--- src/rtl/spi_sram_pkg.sv ---
// Shared definitions for the SPI SRAM bridge.
// Holds the bridge FSM states, the CPU request size codes, the spi_master
// byte_mask codes and the data helpers used on both sides of the bridge.
// The optional timeout feature is enabled by defining SPI_BRIDGE_TIMEOUT_EN.
package spi_sram_pkg;

  typedef enum logic [1:0] {
    ST_IDLE = 2'd0,
    ST_RUN  = 2'd1,
    ST_DONE = 2'd2
  } state_e;

  // CPU request size codes (code 3 behaves as a word)
  localparam logic [1:0] SIZE_BYTE     = 2'd0;
  localparam logic [1:0] SIZE_HALF     = 2'd1;
  localparam logic [1:0] SIZE_WORD     = 2'd2;
  localparam logic [1:0] SIZE_WORD_ALT = 2'd3;

  // spi_master byte_mask codes
  localparam logic [1:0] MASK_BYTE = 2'b00;
  localparam logic [1:0] MASK_HALF = 2'b01;
  localparam logic [1:0] MASK_WORD = 2'b10;

  // The serial side moves the lowest-addressed byte first in the MSB lane,
  // so little-endian CPU data is byte-reversed on the way in and out.
  function automatic logic [31:0] byte_swap(input logic [31:0] d);
    return {d[7:0], d[15:8], d[23:16], d[31:24]};
  endfunction

  function automatic logic [1:0] size_to_mask(input logic [1:0] size);
    logic [1:0] m;
    case (size)
      SIZE_BYTE:     m = MASK_BYTE;
      SIZE_HALF:     m = MASK_HALF;
      SIZE_WORD:     m = MASK_WORD;
      SIZE_WORD_ALT: m = MASK_WORD;
      default:       m = MASK_WORD;
    endcase
    return m;
  endfunction

  // Right-align and zero-extend swapped read data to the request size.
  function automatic logic [31:0] read_extend(input logic [31:0] s, input logic [1:0] size);
    logic [31:0] r;
    case (size)
      SIZE_BYTE: r = {24'h000000, s[7:0]};
      SIZE_HALF: r = {16'h0000, s[15:0]};
      default:   r = s;
    endcase
    return r;
  endfunction

endpackage

--- src/rtl/spi_sram_bridge_if.sv ---
// Bus bundle between a CPU-side requester, the bridge and a spi_master.
//   req_*  : CPU request (valid/ready handshake, we, size, addr, wdata)
//   resp_* : one-cycle response pulse with read data and error flag
//   spi_*  : spi_master control (req active-low run), data and status
// slave modport  : used by spi_sram_bridge
// master modport : used by the environment driving requests and the spi side
interface spi_sram_bridge_if;
  logic        req_valid;
  logic        req_ready;
  logic        req_we;
  logic [1:0]  req_size;
  logic [23:0] req_addr;
  logic [31:0] req_wdata;

  logic        resp_valid;
  logic [31:0] resp_rdata;
  logic        resp_err;

  logic        spi_req;
  logic        spi_write;
  logic [23:0] spi_addr;
  logic [31:0] spi_wdata;
  logic [1:0]  spi_byte_mask;
  logic [31:0] spi_rdata;
  logic        spi_busy;
  logic        spi_valid;

  modport slave (
    input  req_valid, req_we, req_size, req_addr, req_wdata,
    input  spi_rdata, spi_busy, spi_valid,
    output req_ready, resp_valid, resp_rdata, resp_err,
    output spi_req, spi_write, spi_addr, spi_wdata, spi_byte_mask
  );

  modport master (
    output req_valid, req_we, req_size, req_addr, req_wdata,
    output spi_rdata, spi_busy, spi_valid,
    input  req_ready, resp_valid, resp_rdata, resp_err,
    input  spi_req, spi_write, spi_addr, spi_wdata, spi_byte_mask
  );
endinterface

--- src/rtl/spi_sram_bridge.sv ---
// CPU-to-SPI-SRAM bridge.
// Accepts one CPU request at a time, runs it through a spi_master and
// returns a one-cycle response.  FSM: IDLE -> RUN -> DONE -> IDLE.
// Ports:
//   clk   : system clock, rising edge
//   reset : synchronous, active-low
//   bus   : spi_sram_bridge_if.slave (request, response and spi_master side)
// Parameter TIMEOUT_CYCLES: spi_valid wait limit, used only when the macro
// SPI_BRIDGE_TIMEOUT_EN is defined; otherwise RUN waits indefinitely and
// resp_err is constant 0.
module spi_sram_bridge
  import spi_sram_pkg::*;
#(
  parameter int TIMEOUT_CYCLES = 4096
) (
  input  logic              clk,
  input  logic              reset,
  spi_sram_bridge_if.slave  bus
);

  state_e      state_q, state_d;
  logic        ready_en_q, ready_en_d;
  logic        we_q, we_d;
  logic [1:0]  size_q, size_d;
  logic [23:0] addr_q, addr_d;
  logic [31:0] wdata_q, wdata_d;
  logic [31:0] rdata_q, rdata_d;
  logic [31:0] swapped_s;
  logic        timeout_hit_s;

  // spi_busy is status only and never steers the FSM
  logic        busy_unused;
  assign busy_unused = bus.spi_busy;

`ifdef SPI_BRIDGE_TIMEOUT_EN
  localparam int CNT_W = (TIMEOUT_CYCLES > 1) ? $clog2(TIMEOUT_CYCLES) : 1;
  logic [CNT_W-1:0] cnt_q, cnt_d;
  logic             err_q, err_d;
  assign timeout_hit_s = (cnt_q == CNT_W'(TIMEOUT_CYCLES - 1));
`else
  logic timeout_unused;
  assign timeout_unused = (TIMEOUT_CYCLES > 0);
  assign timeout_hit_s  = 1'b0;
`endif

  assign swapped_s = byte_swap(bus.spi_rdata);

  // State and datapath registers with synchronous active-low reset
  always_ff @(posedge clk) begin
    if (!reset) begin
      state_q    <= ST_IDLE;
      ready_en_q <= 1'b0;
      we_q       <= 1'b0;
      size_q     <= 2'd0;
      addr_q     <= 24'h000000;
      wdata_q    <= 32'h00000000;
      rdata_q    <= 32'h00000000;
`ifdef SPI_BRIDGE_TIMEOUT_EN
      cnt_q      <= {CNT_W{1'b0}};
      err_q      <= 1'b0;
`endif
    end else begin
      state_q    <= state_d;
      ready_en_q <= ready_en_d;
      we_q       <= we_d;
      size_q     <= size_d;
      addr_q     <= addr_d;
      wdata_q    <= wdata_d;
      rdata_q    <= rdata_d;
`ifdef SPI_BRIDGE_TIMEOUT_EN
      cnt_q      <= cnt_d;
      err_q      <= err_d;
`endif
    end
  end

  // Next-state and capture logic
  always_comb begin
    state_d    = state_q;
    // ready_en_q stays low for the first edge after reset release, which
    // pushes the earliest accept to the second edge.
    ready_en_d = 1'b1;
    we_d       = we_q;
    size_d     = size_q;
    addr_d     = addr_q;
    wdata_d    = wdata_q;
    rdata_d    = rdata_q;
`ifdef SPI_BRIDGE_TIMEOUT_EN
    cnt_d      = cnt_q;
    err_d      = err_q;
`endif
    case (state_q)
      ST_IDLE: begin
        if (ready_en_q && bus.req_valid) begin
          state_d = ST_RUN;
          we_d    = bus.req_we;
          size_d  = bus.req_size;
          addr_d  = bus.req_addr;
          wdata_d = bus.req_wdata;
`ifdef SPI_BRIDGE_TIMEOUT_EN
          cnt_d   = {CNT_W{1'b0}};
`endif
        end else begin
          state_d = ST_IDLE;
        end
      end
      ST_RUN: begin
        // spi_valid has priority over a timeout in the same cycle
        if (bus.spi_valid) begin
          state_d = ST_DONE;
          rdata_d = we_q ? 32'h00000000 : read_extend(swapped_s, size_q);
`ifdef SPI_BRIDGE_TIMEOUT_EN
          err_d   = 1'b0;
`endif
        end else if (timeout_hit_s) begin
          state_d = ST_DONE;
          rdata_d = 32'h00000000;
`ifdef SPI_BRIDGE_TIMEOUT_EN
          err_d   = 1'b1;
`endif
        end else begin
          state_d = ST_RUN;
`ifdef SPI_BRIDGE_TIMEOUT_EN
          cnt_d   = cnt_q + CNT_W'(1);
`endif
        end
      end
      ST_DONE: begin
        state_d = ST_IDLE;
      end
      default: begin
        state_d = ST_IDLE;
      end
    endcase
  end

  // Outputs decoded from registered state and captured request
  always_comb begin
    bus.spi_write     = we_q;
    bus.spi_addr      = addr_q;
    bus.spi_wdata     = byte_swap(wdata_q);
    bus.spi_byte_mask = size_to_mask(size_q);
    bus.resp_rdata    = rdata_q;
    case (state_q)
      ST_IDLE: begin
        bus.req_ready  = ready_en_q;
        bus.spi_req    = 1'b1;
        bus.resp_valid = 1'b0;
        bus.resp_err   = 1'b0;
      end
      ST_RUN: begin
        bus.req_ready  = 1'b0;
        bus.spi_req    = 1'b0;
        bus.resp_valid = 1'b0;
        bus.resp_err   = 1'b0;
      end
      ST_DONE: begin
        bus.req_ready  = 1'b0;
        bus.spi_req    = 1'b1;
        bus.resp_valid = 1'b1;
`ifdef SPI_BRIDGE_TIMEOUT_EN
        bus.resp_err   = err_q;
`else
        bus.resp_err   = 1'b0;
`endif
      end
      default: begin
        bus.req_ready  = 1'b0;
        bus.spi_req    = 1'b1;
        bus.resp_valid = 1'b0;
        bus.resp_err   = 1'b0;
      end
    endcase
  end

endmodule

--- src/flat_wrapper.sv ---
// flat-port wrapper written by rule: the top's interface ports become plain ports
module spi_sram_bridge_flat import spi_sram_pkg::*;
#(
  parameter int TIMEOUT_CYCLES = 4096
)
  (clk, reset, bus_req_valid, bus_req_we, bus_req_size, bus_req_addr, bus_req_wdata, bus_spi_rdata, bus_spi_busy, bus_spi_valid, bus_req_ready, bus_resp_valid, bus_resp_rdata, bus_resp_err, bus_spi_req, bus_spi_write, bus_spi_addr, bus_spi_wdata, bus_spi_byte_mask);
  spi_sram_bridge_if bus_i ();
  input  logic clk;
  input  logic reset;
  input wire logic [$bits(bus_i.req_valid)-1:0] bus_req_valid;
  input wire logic [$bits(bus_i.req_we)-1:0] bus_req_we;
  input wire logic [$bits(bus_i.req_size)-1:0] bus_req_size;
  input wire logic [$bits(bus_i.req_addr)-1:0] bus_req_addr;
  input wire logic [$bits(bus_i.req_wdata)-1:0] bus_req_wdata;
  input wire logic [$bits(bus_i.spi_rdata)-1:0] bus_spi_rdata;
  input wire logic [$bits(bus_i.spi_busy)-1:0] bus_spi_busy;
  input wire logic [$bits(bus_i.spi_valid)-1:0] bus_spi_valid;
  output wire logic [$bits(bus_i.req_ready)-1:0] bus_req_ready;
  output wire logic [$bits(bus_i.resp_valid)-1:0] bus_resp_valid;
  output wire logic [$bits(bus_i.resp_rdata)-1:0] bus_resp_rdata;
  output wire logic [$bits(bus_i.resp_err)-1:0] bus_resp_err;
  output wire logic [$bits(bus_i.spi_req)-1:0] bus_spi_req;
  output wire logic [$bits(bus_i.spi_write)-1:0] bus_spi_write;
  output wire logic [$bits(bus_i.spi_addr)-1:0] bus_spi_addr;
  output wire logic [$bits(bus_i.spi_wdata)-1:0] bus_spi_wdata;
  output wire logic [$bits(bus_i.spi_byte_mask)-1:0] bus_spi_byte_mask;
  assign bus_i.req_valid = bus_req_valid;
  assign bus_i.req_we = bus_req_we;
  assign bus_i.req_size = bus_req_size;
  assign bus_i.req_addr = bus_req_addr;
  assign bus_i.req_wdata = bus_req_wdata;
  assign bus_i.spi_rdata = bus_spi_rdata;
  assign bus_i.spi_busy = bus_spi_busy;
  assign bus_i.spi_valid = bus_spi_valid;
  assign bus_req_ready = bus_i.req_ready;
  assign bus_resp_valid = bus_i.resp_valid;
  assign bus_resp_rdata = bus_i.resp_rdata;
  assign bus_resp_err = bus_i.resp_err;
  assign bus_spi_req = bus_i.spi_req;
  assign bus_spi_write = bus_i.spi_write;
  assign bus_spi_addr = bus_i.spi_addr;
  assign bus_spi_wdata = bus_i.spi_wdata;
  assign bus_spi_byte_mask = bus_i.spi_byte_mask;
  spi_sram_bridge #(.TIMEOUT_CYCLES(TIMEOUT_CYCLES)) u_core (.clk(clk), .reset(reset), .bus(bus_i));
endmodule
--- config.mk ---
export PLATFORM = sky130hd
export DESIGN_NAME = spi_sram_bridge_flat
export DESIGN_NICKNAME = d
export VERILOG_FILES = /design/src/rtl/spi_sram_pkg.sv /design/src/rtl/spi_sram_bridge_if.sv /design/src/rtl/spi_sram_bridge.sv /design/src/flat_wrapper.sv
export SDC_FILE = /design/constraint.sdc
export NUM_CORES = 1
export LEC_CHECK = 0
export ABC_AREA = 1
export CORE_AREA = 2 2 82 123
export DETAILED_ROUTE_END_ITERATION = 6
export DIE_AREA = 0 0 84 125
export GPL_ROUTABILITY_DRIVEN = 0
export GPL_TIMING_DRIVEN = 0
export PLACE_DENSITY = 0.88
export SLEW_MARGIN = 10
export SYNTH_ARGS = -nofsm -noshare
export SYNTH_HDL_FRONTEND = slang
export SYNTH_SLANG_ARGS = --single-unit
--- constraint.sdc ---
create_clock -name clk -period 1.5 [get_ports clk]
set_clock_uncertainty 0.1 [all_clocks]
set_input_delay 0.375 -clock clk [delete_from_list [all_inputs] [get_ports clk]]
set_output_delay 0.375 -clock clk [all_outputs]
set_load 0.1 [all_outputs]
## Word-level counts from Yosys, hierarchy flattened

Index checks and enable logic that the tools add are counted.
W data, S select, Z words.

| word-level totals | value |
|---|---|
| bits of input ports | 96 |
| flip-flop bits (word level) | 94 |
| memories kept | 0 |
| bits in writable memories | 0 |
| ROM bits | 0 |
| latch bits | 0 |
| output and inout port bits | 95 |

| operators by class | value |
|---|---|
| bitwise logic cells | 0 |
| mux-type cells | 10 |
| reduce and logical (&&, ||, !) cells | 6 |
| shifts and indexed selects | 0 |
| multiply operators | 0 |
| $lt $le $gt $ge | 0 |
| div/mod/pow operators | 0 |
| eq/ne operators | 5 |
| add/subtract/negate cells | 0 |

Operator list:

| cell | number |
|---|---|
| $pmux W32 S2 | 1 |
| $mux W32 | 1 |
| $eq A2 B2 Y1 const B | 3 |
| $pmux W2 S3 | 1 |
| $mux W1 | 5 |
| $eq A2 B1 Y1 const B | 2 |
| $logic_not A2 Y1 | 2 |
| $pmux W2 S2 | 1 |
| $reduce_and A2 Y1 | 2 |
| $mux W2 | 1 |
| $reduce_or A2 Y1 | 1 |
| $logic_and A1 B1 Y1 | 1 |

## Logic depth before layout (Yosys ltp)

Gate-level depths: netlist of the first run.

| logic depth | value |
|---|---|
| depth after elaboration | 3 |
| gate-level depth with buffers | 7 |
| depth with buffers taken out | 6 |

## Worst setup path before layout of the first run

Ideal clock, no wire load.

| timing | value |
|---|---|
| path type | register to output |
| from | register u_core.state_q[0] |
| to | output bus_req_ready |
| buffers on the path | 1 |
| data required time | 1.025 ns |
| cell stages (with the launch flop) | 3 |
| path slack | -1.623 ns |
| arrival time | 2.648 ns |
| cell sequence | dfxtp_1 -> buf_4 -> nor3b_1 |

| on the way | value |
|---|---|
| longest elaborated chain between the ends | 2 |

RTL lines:

| what | RTL line | text |
|---|---|---|
| from (decl) | spi_sram_bridge.sv:21 | `state_e state_q, state_d;` |
| from (signal assigned) | spi_sram_bridge.sv:63 | `state_q <= state_d;` |
| $logic_not A2 Y1 | spi_sram_bridge.sv:144 | `case (state_q)` |
| $mux W1 | spi_sram_bridge.sv:144 |  |
| to (decl) | flat_wrapper.sv:18 | `output wire logic [$bits(bus_i.req_ready)-1:0] bus_req_ready;` |

No other way between the ends.

## Final worst setup path of the first run

| timing | value |
|---|---|
| from | register u_core.state_q[1] |
| to | output bus_req_ready |

Same word-level chain as after synthesis.

==> flow_summary.json, run 1 <==
{
  "status": "finished, violations left",
  "failed_checks": "negative setup slack",
  "grt_use_total_pct": 22.2,
  "crit_type": "register to output port",
  "power_leakage_nw": 2.57,
  "numCtsBuffers": 9,
  "critPathLaunchType": "register",
  "cp_num_buf_inv": 1,
  "crit_family": "flip-flops",
  "timing.final.crit_period_ns": 1.62,
  "setup_ws_ns": -0.115,
  "rsz0062_at_grt": "true",
  "worstPathArrival_ns": 1.14,
  "htree_levels": 3,
  "drv_cap": 0,
  "swShare_pct": 31.9,
  "ir_drop_mv": 0.638,
  "path_depth": 2,
  "synth_cells": 468,
  "r2r-end": "u_core.wdata_q[26]$_SDFFE_PN0P_",
  "cts_tree": "yes",
  "insertion_delay_ns": 0.34,
  "initial_core_util_pct": 38.0,
  "clock_path_buffers": 2,
  "syn_area_um2": 3620,
  "wl_um": 11900,
  "cts_root_buffer": "clkbuf_16",
  "drcViolationCount": 0,
  "setup_violations": 3,
  "grt_pass1_wl_um": 19000,
  "dr_wl_met3_um": 693,
  "hpwl_um": 8860,
  "postCtsHoldBufs": 0,
  "drv_slew": 0,
  "drive_gt1_share_pct": 25.9,
  "sequentialPowerShare_pct": 40.4,
  "fp.dieW_um": 84,
  "final_nets": 770,
  "pin_count": 191,
  "numPortBuffers": 188,
  "holdPathEnd": "u_core.bus.spi_addr[4]$_SDFFE_PN0P_",
  "regToRegSetupSlack_ns": 0.09,
  "cts_sinks": 94,
  "pwr-share-clk_pct": 35.0,
  "slowest_stage": "dfxtp_4",
  "drt_iter0_drc": 174,
  "p_switching_mw": 2.09,
  "endpoint_kind": "output port",
  "yosys.area.top_type": "dfxtp_1",
  "syn-num-nets": 564,
  "powerDensity_nw_per_um2": 1090,
  "wl_per_cell_um": 14.9,
  "rows": 44,
  "layout_commonest_cell": "nand2_1",
  "p_int_mw": 4.46,
  "antenna_left": 0,
  "holdPathStages": 2,
  "yosysTopAreaCellShare_pct": 52.0,
  "antenna_found_initial": 0,
  "placed_area_um2": 5670,
  "first_pass_iters": 6,
  "core_um2": 9520,
  "yosysWarnings": 0,
  "synth_area_per_cell_um2": 7.73,
  "fin_area_um2": 6040,
  "ys_ff_latch": 94,
  "multi_input_area_um2": 1490,
  "via_count": 3951,
  "timing.rr.start": "u_core.state_q[0]$_SDFF_PN0_",
  "area_growth_pct": 67.0,
  "top_layer": "met4",
  "worstHoldStart": "u_core.bus.spi_addr[4]$_SDFFE_PN0P_",
  "drt-met1-wl_um": 4470,
  "gr-total-overflow": 0,
  "finalHoldViolations": 0,
  "via_per_inst": 4.98,
  "clkTransAtPathRegs_ns": 0.06,
  "die_h_um": 125,
  "synth_area_leaders": "dfxtp_1, nand2_1, nand3_1, a21oi_1, nor2_1",
  "crit_path_cell_trace": "nor3b_4, buf_12",
  "synth_cell_types": 23,
  "wl_met2_um": 6470,
  "power.total_mw": 6.55,
  "mostFrequentLayoutCells": "nand2_1, buf_4, clkdlybuf4s50_1, dfxtp_1, nand3_1",
  "grt_pass1_vias": 4088,
  "synth_seq_area_share_pct": 52.0,
  "crit_required_ns": 1.02,
  "antenna_cells": 0,
  "ff2ff_path_depth": 7,
  "critPathMaxStageDelay_ns": 0.36,
  "grt_max_degree": 20,
  "period_share_pct": 108,
  "die-area_um2": 10500,
  "seq_area_um2": 1900,
  "share_comb_of_total_power_pct": 24.6,
  "holdCritPathClass": "register to register",
  "nFillCells": 856,
  "max_freq_mhz": 619,
  "worstPathMaxFanout": 3
}
## Yosys cell counts
| cell | n |
|---|---|
| a21oi_1 | 60 |
| buf_1 | 2 |
| buf_2 | 12 |
| buf_4 | 8 |
| buf_6 | 4 |
| clkbuf_1 | 12 |
| clkbuf_2 | 1 |
| clkinv_1 | 1 |
| conb_1 | 1 |
| dfxtp_1 | 94 |
| inv_1 | 20 |
| inv_2 | 2 |
| nand2_1 | 113 |
| nand2_2 | 1 |
| nand3_1 | 84 |
| nand3_2 | 1 |
| nand4_2 | 1 |
| nor2_1 | 24 |
| nor2_4 | 1 |
| nor2_8 | 1 |
| nor3b_1 | 1 |
| o21ai_0 | 15 |
| o21ai_1 | 9 |
## worst min-delay path: cells and delay by family, from the launching register on
kind | cells | cell delay, ns
AOI/OAI and AO/OA | 1 | 0.05
DFF | 1 | 0.31
and+or+nand+nor | 1 | 0.06
## logic make-up (layout without fill, tap and decap cells)
family / after synthesis / in the layout / share of synthesized area [%]
simple gates: 227 / 227 / 27.7
buf+inv: 62 / 273 / 8.54
other cells: 1 / 1 / 0.104
flops: 94 / 94 / 52.0
compound gates: 84 / 84 / 11.6
## metal layers
metal,track usage (%),vias up
li1,-,1943
met1,23.5,1827
met2,42.6,162
met3,4.88,19
met4,7.21,0
met5,0,-
## area by class of cell
type / instances / area share (%)
multi-input cells: 312 / 24.7
plain buffers: 37 / 5.03
well taps: 115 / 2.38
repair buffers: 197 / 30.0
flip-flops and latches: 94 / 31.4
clock buffers: 11 / 4.02
inverters: 23 / 1.49
clock inverters: 5 / 0.974
## metrics by stage
step	TNS (ns)	util (%)	setup slack [ns]	std cells	hold WS, ns
detailed placement	-77.68	59.6	-0.794	771	0.352
finish	-0.190	63.4	-0.115	794	0.363
floorplan	-0.392	-	-0.264	468	0.303
global placement	-74.65	59.6	-0.769	771	0.347
global route	-0.328	63.4	-0.154	794	0.376
CTS	-0.314	62.6	-0.204	793	0.361
## worst max-delay path by stage
stage / start / endpoint / slack (ns)
2_1_floorplan: u_core.state_q[0]$_SDFF_PN0_ / bus_req_ready / -0.26
5_1_grt: u_core.state_q[1]$_SDFF_PN0_ / bus_req_ready / -0.15
3_5_place_dp: u_core.state_q[0]$_SDFF_PN0_ / bus_req_ready / -0.79
6_report: u_core.state_q[1]$_SDFF_PN0_ / bus_req_ready / -0.12
3_3_place_gp: u_core.state_q[0]$_SDFF_PN0_ / bus_req_ready / -0.77
4_1_cts: u_core.state_q[0]$_SDFF_PN0_ / bus_req_ready / -0.20
## state kept, by name (all words and copies together) (netlist names)
signal,flops
u_core.state_q,2
u_core.ready_en_q,1
u_core.size_q,2
u_core.bus.resp_rdata,32
u_core.bus.spi_addr,24
u_core.wdata_q,32
u_core.bus.spi_write,1
## power by group through the flow
stage | logic, mW | clock network (mW) | registers [mW]
6_report | 1.61 | 2.29 | 2.65
4_1_cts | 1.60 | 2.33 | 2.65
3_3_place_gp | 1.53 | 0 | 2.70
2_1_floorplan | 0.382 | 0 | 3.33
3_5_place_dp | 1.55 | 0 | 2.70
5_1_grt | 1.69 | 2.44 | 2.66
## timing repair
action                     4_1_cts  5_1_grt
resized for setup              615       42
hold endpoints to repair         0        0
pin swaps                        3        5
cloned                           1        0
setup endpoints to repair      157       91
setup buffers                    7        2
(Power assumes the default switching activity.)
==> run 2: changes to the inputs <==
- CORE_AREA: 2 2 82 123 -> 3 3 83 124
- DIE_AREA: 0 0 84 125 -> 0 0 86 127
==> flow_summary.json, run 2 (synthesis gave the netlist of run 1 again) <==
{
  "status": "finished, violations left",
  "failed_checks": "negative setup slack",
  "power.total_mw": 6.63,
  "dp_slack_ns": -0.779,
  "finalHoldViolations": 0,
  "fin_area_um2": 5940,
  "regToRegSetupSlack_ns": 0.07,
  "die_h_um": 127,
  "drt_iter0_drc": 164,
  "setup_ws_ns": -0.0968,
  "max_freq_mhz": 626,
  "rsz0062_at_grt": "true",
  "ff2ff_path_depth": 6,
  "pwr-share-clk_pct": 36.5,
  "setup_violations": 3,
  "clkTransAtPathRegs_ns": 0.06,
  "critPathLaunchType": "register",
  "final_nets": 767,
  "placed_area_um2": 5670,
  "via_per_inst": 4.91,
  "cts_tree": "yes",
  "drcViolationCount": 0,
  "p_switching_mw": 2.07,
  "drive_gt1_share_pct": 25.1,
  "antenna_left": 0,
  "grt_pass1_wl_um": 18200,
  "timing.rr.start": "u_core.state_q[1]$_SDFF_PN0_",
  "p_int_mw": 4.56,
  "period_share_pct": 106,
  "powerDensity_nw_per_um2": 1120,
  "gr-total-overflow": 0,
  "drv_slew": 0,
  "timing.final.crit_period_ns": 1.60,
  "numCtsBuffers": 9,
  "drv_cap": 0,
  "initial_core_util_pct": 38.9,
  "die-area_um2": 10900,
  "grt_pass1_vias": 3849,
  "insertion_delay_ns": 0.33,
  "first_pass_iters": 4,
  "r2r-end": "u_core.wdata_q[4]$_SDFFE_PN0P_",
  "fin_setup_tns_ns": -0.153,
  "wl_per_cell_um": 14.8,
  "holdPathStages": 2,
  "antenna_found_initial": 0,
  "crit_type": "register to output port",
  "holdPathEnd": "u_core.wdata_q[3]$_SDFFE_PN0P_",
  "grt_max_degree": 17,
  "postCtsHoldBufs": 0,
  "worstPathMaxFanout": 3,
  "pin_count": 191,
  "antenna_cells": 0,
  "rows": 43,
  "cts_root_buffer": "clkbuf_16",
  "swShare_pct": 31.2,
  "htree_levels": 3,
  "sequentialPowerShare_pct": 39.9,
  "endpoint_kind": "output port",
  "core_um2": 9310,
  "share_comb_of_total_power_pct": 23.6,
  "numPortBuffers": 188,
  "layout_commonest_cell": "nand2_1",
  "worstPathArrival_ns": 1.12,
  "hold_slack_ns": 0.359,
  "wl_um": 11700,
  "clock_path_buffers": 2,
  "cts_sinks": 94,
  "mostFrequentLayoutCells": "nand2_1, buf_4, clkdlybuf4s50_1, dfxtp_1, nand3_1",
  "area_growth_pct": 64.3,
  "ir_drop_mv": 0.742,
  "hpwl_um": 9020,
  "holdCritPathClass": "register to register",
  "crit_required_ns": 1.02,
  "power_leakage_nw": 2.53,
  "grt_use_total_pct": 20.9,
  "fp.dieW_um": 86,
  "worstHoldStart": "u_core.wdata_q[3]$_SDFFE_PN0P_",
  "via_count": 3867
}
[run 2: changes by cell type in the layout (fill, tap and decap cells not counted), sizes merged]
cell | before | now
clkinvlp | 2 | 1
bufinv | 1 | 2
clkinv | 3 | 5
buf | 127 | 122
[run 2: repair_timing]
| action | in CTS | in global routing |
|---|---|---|
| endpoints found under the setup margin | 169 | 72 |
| resized for setup | 600 | 23 |
| gates cloned | 0 | 0 |
| pin swaps | 2 | 3 |
| endpoints found under the hold margin | 0 | 0 |
| setup buffers | 5 | 0 |
[run 2: critical path: stages, from the launching register on]
cell and delay, ns:
dfxtp_4 0.36, nor3b_4 0.23, buf_12 0.20
[run 2: power by group through the flow]
stage	logic (mW)	registers [mW]	clock network, mW
6_report	1.57	2.65	2.42
5_1_grt	1.64	2.66	2.57
4_1_cts	1.57	2.64	2.46
3_5_place_dp	1.55	2.70	0
3_3_place_gp	1.53	2.70	0
2_1_floorplan	0.382	3.33	0
[run 2: per-stage QoR]
step / instances / util, %
floorplan: 468 / -
global placement: 768 / 60.9
detailed placement: 768 / 60.9
CTS: 789 / 63.4
global route: 788 / 63.8
finish: 788 / 63.8
[run 2: final cells by class]
class                      instances  area (µm²)
tap                              112         140
sequential                        94        1900
timing repair buffer             193        1770
clock buffer                       9         225
buffer                            38         260
clock inverter                     7        98.8
fill                             806        3370
multi-input combinational        312        1460
inverter                          23        90.1
[run 2: how the worst max path moves through the flow]
stage / endpoint / startpoint / slack, ns
2_1_floorplan: bus_req_ready / u_core.state_q[0]$_SDFF_PN0_ / -0.26
3_3_place_gp: bus_req_ready / u_core.state_q[0]$_SDFF_PN0_ / -0.77
3_5_place_dp: bus_req_ready / u_core.state_q[0]$_SDFF_PN0_ / -0.78
4_1_cts: bus_req_ready / u_core.state_q[0]$_SDFF_PN0_ / -0.18
5_1_grt: bus_req_ready / u_core.state_q[1]$_SDFF_PN0_ / -0.15
6_report: bus_req_ready / u_core.state_q[1]$_SDFF_PN0_ / -0.1
[run 2: layer usage]
metal / part of all wire [%] / wire [µm] / global-route usage (%)
met4: 2.0 / 228 / 6.99
met3: 7.2 / 846 / 5.87
met2: 56 / 6510 / 41.0
met5: 0 / 0 / 0
met1: 35 / 4100 / 20.2
